`src/rtl/zybo_input_conditioner_pkg.sv`:
```
// Shared constants for the ZYBO input conditioner: button indices, step FSM
// encoding and the default debounce length.
package zybo_input_conditioner_pkg;

  localparam int BTN_RUN  = 1;
  localparam int BTN_HALT = 2;
  localparam int BTN_STEP = 3;

  // 2 ms at 125 MHz
  localparam int DEBOUNCE_CYCLES_DEF = 250000;

  localparam logic [1:0] ST_IDLE    = 2'd0;
  localparam logic [1:0] ST_REQ     = 2'd1;
  localparam logic [1:0] ST_RELEASE = 2'd2;

  function automatic logic [3:0] sat_inc4(input logic [3:0] v);
    return (v == 4'hF) ? v : v + 4'd1;
  endfunction

endpackage

```
`src/rtl/zybo_input_conditioner_debounce_bit.sv`:
```
// One input bit: 2-FF synchroniser followed by a consecutive-mismatch counter
// that only moves the stable level after DEBOUNCE_CYCLES agreeing samples.
module zybo_input_conditioner_debounce_bit
  import zybo_input_conditioner_pkg::*;
#(
  parameter int DEBOUNCE_CYCLES = DEBOUNCE_CYCLES_DEF,
  parameter int CNT_W           = 20
) (
  input  logic clk,
  input  logic rst_n,
  input  logic i_raw,
  output logic o_st
);

  localparam logic [CNT_W-1:0] CNT_LAST = CNT_W'(DEBOUNCE_CYCLES - 1);

  logic             r_sync1;
  logic             r_sync2;
  logic             r_st;
  logic [CNT_W-1:0] r_cnt;

  always_ff @(posedge clk or negedge rst_n) begin
    if (!rst_n) begin
      r_sync1 <= 1'b0;
      r_sync2 <= 1'b0;
      r_st    <= 1'b0;
      r_cnt   <= '0;
    end else begin
      r_sync1 <= i_raw;
      r_sync2 <= r_sync1;
      // any sample agreeing with the stable level restarts the count
      if (r_sync2 != r_st) begin
        if (r_cnt == CNT_LAST) begin
          r_st  <= r_sync2;
          r_cnt <= '0;
        end else begin
          r_cnt <= r_cnt + CNT_W'(1);
        end
      end else begin
        r_cnt <= '0;
      end
    end
  end

  assign o_st = r_st;

endmodule

```
`src/rtl/zybo_input_conditioner.sv`:
```
// Debounces the ZYBO buttons/switches and turns button presses into run/halt
// pulses and a 4-phase step_cycle/step_ack handshake toward the core.
module zybo_input_conditioner
  import zybo_input_conditioner_pkg::*;
#(
  parameter int DEBOUNCE_CYCLES = DEBOUNCE_CYCLES_DEF,
  parameter int CNT_W           = 20
) (
  input  logic       clk,
  input  logic       rst_n,
  input  logic [3:1] buttons_raw,
  input  logic [1:0] switches_raw,
  output logic [3:1] zybo_buttons,
  output logic [1:0] zybo_switches,
  output logic       dbg_run_core,
  output logic       dbg_halt_core,
  output logic       step_cycle,
  input  logic       step_ack,
  output logic       step_busy,
  output logic [3:0] step_drops
);

  logic [4:0] w_raw;
  logic [4:0] w_st;
  logic [3:1] w_btn;
  logic [3:1] w_rise;
  logic       w_press;
  logic       w_drop;
  logic [1:0] w_next_state;

  logic [3:1] r_btn_prev;
  logic       r_ack_s1;
  logic       r_ack_s2;
  logic [1:0] r_state;
  logic [3:0] r_drops;
  logic       r_run;
  logic       r_halt;

  assign w_raw = {buttons_raw, switches_raw};

  for (genvar g = 0; g < 5; g++) begin : g_db
    zybo_input_conditioner_debounce_bit #(
      .DEBOUNCE_CYCLES(DEBOUNCE_CYCLES),
      .CNT_W          (CNT_W)
    ) u_db (
      .clk  (clk),
      .rst_n(rst_n),
      .i_raw(w_raw[g]),
      .o_st (w_st[g])
    );
  end

  assign w_btn   = w_st[4:2];
  assign w_rise  = w_btn & ~r_btn_prev;
  assign w_press = w_rise[BTN_STEP];

  always_comb begin
    w_next_state = r_state;
    w_drop       = 1'b0;
    case (r_state)
      ST_IDLE: begin
        if (w_press) begin
          if (r_ack_s2) w_drop = 1'b1;
          else          w_next_state = ST_REQ;
        end
      end
      ST_REQ: begin
        w_drop = w_press;
        if (r_ack_s2) w_next_state = ST_RELEASE;
      end
      ST_RELEASE: begin
        w_drop = w_press;
        if (!r_ack_s2) w_next_state = ST_IDLE;
      end
      default: w_next_state = ST_IDLE;
    endcase
  end

  always_ff @(posedge clk or negedge rst_n) begin
    if (!rst_n) begin
      r_btn_prev <= '0;
      r_ack_s1   <= 1'b0;
      r_ack_s2   <= 1'b0;
      r_state    <= ST_IDLE;
      r_drops    <= '0;
      r_run      <= 1'b0;
      r_halt     <= 1'b0;
    end else begin
      r_btn_prev <= w_btn;
      r_ack_s1   <= step_ack;
      r_ack_s2   <= r_ack_s1;
      r_state    <= w_next_state;
      // halt takes priority when both buttons are accepted together
      r_halt     <= w_rise[BTN_HALT];
      r_run      <= w_rise[BTN_RUN] & ~w_rise[BTN_HALT];
      if (w_drop) r_drops <= sat_inc4(r_drops);
    end
  end

  assign zybo_buttons  = w_btn;
  assign zybo_switches = w_st[1:0];
  assign dbg_run_core  = r_run;
  assign dbg_halt_core = r_halt;
  assign step_cycle    = (r_state == ST_REQ);
  assign step_busy     = (r_state != ST_IDLE);
  assign step_drops    = r_drops;

endmodule

```
`config.mk`:
```
export PLATFORM = sky130hd
export DESIGN_NAME = zybo_input_conditioner
export DESIGN_NICKNAME = d
export VERILOG_FILES = /design/src/rtl/zybo_input_conditioner_pkg.sv /design/src/rtl/zybo_input_conditioner_debounce_bit.sv /design/src/rtl/zybo_input_conditioner.sv
export SDC_FILE = /design/constraint.sdc
export NUM_CORES = 1
export LEC_CHECK = 0
export ABC_AREA = 1
export CAP_MARGIN = 20
export CORE_AREA = 3 3 113 115
export DETAILED_ROUTE_END_ITERATION = 16
export DIE_AREA = 0 0 116 118
export GPL_ROUTABILITY_DRIVEN = 0
export PLACE_DENSITY = 0.81
export SLEW_MARGIN = 15
export SYNTH_ARGS = -nofsm -noshare
export SYNTH_HDL_FRONTEND = slang
export SYNTH_SLANG_ARGS = --single-unit
```
`constraint.sdc`:
```
create_clock -name clk -period 1.51 [get_ports clk]
set_input_delay 0.2265 -clock clk [delete_from_list [all_inputs] [get_ports clk]]
set_output_delay 0.2265 -clock clk [all_outputs]
set_load 0.03 [all_outputs]
```
# ---- Yosys cells after proc, flatten, opt, wreduce, memory -nomap -nowiden
# Cells that the tools add are included.
dict set report word_totals {
  register_bits 128
  out_inout_bits 13
  in_bits 8
}
dict set report op_classes {
  muxes 18
  n_reduce_logical 10
  n_bitwise 5
  n_eq_ne 17
  addsub 6
}
# op count
set ops {}
lappend ops {{$mux 20} 10}
lappend ops {{$add 20x1->20 const B} 5}
lappend ops {{$eq 20x18->1 const B} 5}
lappend ops {{$reduce_and 2->1} 6}
lappend ops {{$mux 2} 4}
lappend ops {{$ne 2x2->1 const B} 3}
lappend ops {{$pmux 2 s3} 1}
lappend ops {{$ne 1x1->1} 5}
lappend ops {{$add 4x1->4 const B} 1}
lappend ops {{$eq 4x4->1 const B} 1}
lappend ops {{$reduce_and 4->1} 1}
lappend ops {{$and 3x3->3} 1}
lappend ops {{$not 3->3} 1}
lappend ops {{$eq 2x1->1 const B} 1}
lappend ops {{$eq 2x2->1 const B} 1}
lappend ops {{$logic_not 2->1} 1}
lappend ops {{$mux 1} 2}
lappend ops {{$ne 2x1->1 const B} 1}
lappend ops {{$not 1->1} 2}
lappend ops {{$pmux 1 s2} 1}
lappend ops {{$reduce_bool 2->1} 1}
lappend ops {{$reduce_or 2->1} 1}
lappend ops {{$and 1x1->1} 1}

# ---- Depth between registers and ports, before layout
dict set report logic_depth {
  ltp_word 5
  ltp_mapped 9
}

# ---- Cells and area by module
# A second synthesis with hierarchy kept.
dict set report hier_totals {
  cells_unflattened 862
  hier_area_um2 6889.1
}
# module seq_area_each_um2 cells_each area_each_um2 n_inst
set by_module_without_submodules {}
lappend by_module_without_submodules {zybo_input_conditioner_debounce_bit 575.6 159 1246.2 5}
lappend by_module_without_submodules {zybo_input_conditioner 325.3 67 658.1 1}

# ---- Worst setup path before layout
# Ideal clock, no wire load.
dict set report synth_timing {
  kind {reg2reg}
  start {register r_state[1]}
  end {register r_state[0]}
  setup_time_ns 0.132
  arrival_ns 1.241
  period_less_slack_ns 1.373
  path_stages_with_launch 6
  path_slack_ns 0.137
  path_cell_list {dfrtp_1 inv_1 ha_1 inv_1 o211ai_1 o21ai_0}
}
dict set report synth_via {
  elab_chain_len 3
  elab_cells_between_ends 9
  cone_classes {6 x eq/ne; 1 x mux; 2 x reduce/logical}
}
# item line_no
set synth_rtl {}
lappend synth_rtl {{start: declaration} zybo_input_conditioner.sv:34} ;# logic [1:0] r_state;
lappend synth_rtl {{start signal: assignment} zybo_input_conditioner.sv:92} ;# r_state <= w_next_state;
lappend synth_rtl {{$eq 2x1->1 *} -}
lappend synth_rtl {{via step_cycle} zybo_input_conditioner.sv:17} ;# output logic step_cycle,
lappend synth_rtl {{$ne 2x1->1 (no line)} -}
lappend synth_rtl {{$reduce_and 4->1 (no line)} -}
# The timed path passes the listed nets; every way through them passes the cells marked *.
# A chain may end at the register's enable or synchronous reset.

# ---- Worst setup path after layout
dict set report layout_timing {
  start {register r_state[1]}
  end {output port step_cycle}
}
dict set report layout_via {
  elab_chain_len 1
}
# item line_no
set layout_rtl {}
lappend layout_rtl {{$eq 2x1->1} zybo_input_conditioner.sv:104} ;# assign step_cycle = (r_state == ST_REQ);
lappend layout_rtl {{end: declaration} zybo_input_conditioner.sv:17}
# No other way between the ends.

==> results.sh <==
export IMPL_setup_viol=0
export IMPL_internal_power_mw=5.76
export IMPL_power_frac_comb=0.037
export IMPL_routed_wl_um=14800
export IMPL_holdPathEnd="g_db[2].u_db.r_sync1$_DFF_PN0_"
export IMPL_ys_seq_elements=128
export IMPL_vias=5801
export IMPL_power_switching_mw=1.74
export IMPL_dp_cells=1088
export IMPL_reg2reg_depth=7
export IMPL_ys_seq_area_frac=0.455
export IMPL_placed_area_um2=7490
export IMPL_period_share=0.998
export IMPL_grt_usage=0.225
export IMPL_dr_pass1_iters=5
export IMPL_root_buffer="clkbuf_16"
export IMPL_wl_met1_um=6810
export IMPL_stdcell_count=1134
export IMPL_syn_inst=918
export IMPL_portBuffers=20
export IMPL_hold_class="input pin to flop"
export IMPL_start_util=0.591
export IMPL_reg2reg_slack_ps=80
export IMPL_synth_most_common_cell="nor2_1"
export IMPL_antenna_found_initial=0
export IMPL_overflow=0
export IMPL_synthMuxAreaShare=0
export IMPL_cts_buffer_depth=2
export IMPL_synth_edff_count=0
export IMPL_avgSynthCellArea_um2=7.67
export IMPL_maxUsedRoutingLayer="met4"
export IMPL_path_class="flop to output pin"
export IMPL_syn_nets=937
export IMPL_finalMaxSlewViolations=0
export IMPL_yosys_top_cells_area="dfrtp_1 (45%), nor2_1 (12%), nand2_1 (11%), nand3_1 (5.2%), inv_1 (4.6%)"
export IMPL_status="completed"
export IMPL_cts_sinks=128
export IMPL_async_flop_share=1.00
export IMPL_synth_compound_area_frac=0.0311
export IMPL_skew_ps=4.45
export IMPL_dp_hpwl_um=10100
export IMPL_worstPathRequired_ps=1280
export IMPL_final_area_um2=8260
export IMPL_post_drt_via_cell_ratio=5.12
export IMPL_cts_buffers=17
export IMPL_die_y_um=118
export IMPL_pin_count=21
export IMPL_die_w_um=116
export IMPL_period_minus_slack_ps=1510
export IMPL_synthAdderAreaFrac=0.0195
export IMPL_timing_rr_end="g_db[2].u_db.r_cnt[11]$_DFF_PN0_"
export IMPL_synth_top_family_by_area="simple AND/OR/NAND/NOR gates"
export IMPL_cp_arrival_ps=1280
export IMPL_yosys_area_top_type="dfrtp_1"
export IMPL_postRouteAntennaNets=0
export IMPL_synth_xor_area_frac=0.0652
export IMPL_min_path_cells=1
export IMPL_synth_top_cells_by_count="nor2_1 (219), nand2_1 (201), dfrtp_1 (128)"
export IMPL_powerDensity_nw_per_um2=908
export IMPL_rsz0062_at_grt="yes"
export IMPL_grt_pass1_wl_um=24700
export IMPL_rows=40
export IMPL_p_total_mw=7.50
export IMPL_h_tree_depth=4
export IMPL_route_met2_wl_um=7130
export IMPL_num_antenna_cells=0
export IMPL_drive_above_1_share=0.164
export IMPL_p_seq_frac=0.471
export IMPL_dr_first_iter_drc_count=515
export IMPL_switching_share=0.233
export IMPL_min_delay_start="buttons_raw[1]"
export IMPL_grt_max_degree=42
export IMPL_dr_wl_met3_um=593
export IMPL_max_freq_mhz=664
export IMPL_drc=0
export IMPL_grt_pass1_vias=5525
export IMPL_synth_distinct_cells=30
export IMPL_cts_tree="yes"
export IMPL_r2r_start="g_db[2].u_db.r_cnt[2]$_DFF_PN0_"
export IMPL_ys_flop_type="dfrtp_1"
export IMPL_core_um2=11900
export IMPL_slew_headroom=0.728
export IMPL_synth_area_um2=7040
export IMPL_areaGrowthSynthToFinish_pct=17.3
export IMPL_cap_viol_max_count=0
export IMPL_worst_slew_pin_transition_ps=407
export IMPL_final_hold_violation_count=0
export IMPL_p_clk_frac=0.492
export IMPL_fp_dieArea_um2=13700
export IMPL_start_kind="flop"
export IMPL_yosys_warnings=0
export IMPL_ir_drop_mv=0.831
export IMPL_power_leakage_nw=3.65
export IMPL_final_net_count=993
export IMPL_synth_top_area_frac=0.455
export IMPL_worst_skew_pair_late_latency_ps=420
export IMPL_critPathCaptureType="output pin"
export IMPL_wire_per_inst_um=13.0
export IMPL_clk_pin_slew_ps=50
export IMPL_synthSimpleGateAreaFrac=0.370
export IMPL_cp_max_fo=3
## layout by cell type, fill, tap and decap left out, types with 17 or more instances in the layout
cell and instances:
nand2_1 195, inv_1 83, nand2_2 22, nor2_2 23
nand3_1 73, buf_4 21, dfrtp_1 126, a21oi_1 19
nor2_1 212, clkbuf_16 17, xor2_1 29
## worst max-delay path by stage
| stage | depth (start not counted) | startpoint | endpoint |
|---|---|---|---|
| final | 3 | r_state[1]$_DFFE_PN0P_ | step_cycle |
| after global routing | 3 | r_state[1]$_DFFE_PN0P_ | step_cycle |
| after CTS | 3 | r_state[1]$_DFFE_PN0P_ | step_cycle |
| after detailed placement | 7 | g_db[4].u_db.r_cnt[0]$_DFF_PN0_ | g_db[4].u_db.r_cnt[12]$_DFF_PN0_ |
| after global placement | 6 | g_db[1].u_db.r_cnt[0]$_DFF_PN0_ | g_db[1].u_db.r_cnt[12]$_DFF_PN0_ |
| after floorplan | 5 | r_state[1]$_DFFE_PN0P_ | r_state[0]$_DFFE_PN0P_ |
## metal layers
layer,global-route usage,vias to the layer above
met2,0.349,116
met1,0.300,2700
li1,-,2960
met4,0.0827,0
met5,0,-
met3,0.0632,25
## power by group through the flow
stage	sequential, mW	clock [mW]	combinational (mW)
finish	3.53	3.69	0.280
global route	3.53	3.92	0.321
CTS	3.52	3.77	0.243
detailed placement	3.58	0	0.240
global placement	3.58	0	0.235
floorplan	3.57	0	0.104
## final cells by class
| class | instances | area (um^2) |
|---|---|---|
| Clock buffer | 19 | 453 |
| Clock inverter | 13 | 90.1 |
| Fill cell | 938 | 3650 |
| Inverter | 98 | 368 |
| Multi-Input combinational cell | 685 | 3550 |
| Sequential cell | 128 | 3210 |
| Tap cell | 147 | 184 |
| Timing Repair Buffer | 44 | 405 |
## critical path, stage by stage (launching register included)
cell	delay, ps
dfrtp_1	390
inv_2	100
ha_2	240
buf_12	140
## stage by stage
stage	util	worst slack, ps	hold slack (ps)	TNS (ps)
after floorplan	-	137	-69.1	0
after global placement	0.629	75.6	134	0
after detailed placement	0.629	26.7	142	0
after CTS	0.678	1.62	224	0
after global routing	0.693	-51.9	228	-108
final	0.693	3.38	245	0
## logic make-up (layout without fill, tap and decap cells)
group                    Yosys count  after routing
XOR/XNOR                          49             49
AND/OR/NAND/NOR                  584            584
buffers and inverters            105            174
AO/OA/AOI/OAI                     41             41
flip-flops                       128            128
adder cells (fa/ha/maj)           11             11
## timing repair
| item | in CTS | in global routing |
|---|---|---|
| setup endpoints to repair | 14 | 56 |
| pin swaps | 0 | 9 |
| gates resized for setup | 24 | 33 |
| gates cloned | 0 | 0 |
| setup buffers | 3 | 10 |
| hold endpoints to repair | 29 | 0 |
| hold buffers | 1 | 0 |
## state kept, by name (all words and copies together), names as in the netlist, 2 cells and up
signal	flops
g_db.u_db.r_cnt	100
g_db.u_db.o_st	5
g_db.u_db.r_sync1	5
g_db.u_db.r_sync2	5
step_drops	4
r_btn_prev	3
r_state	2
No activity file was read; power rests on OpenSTA's default activity.
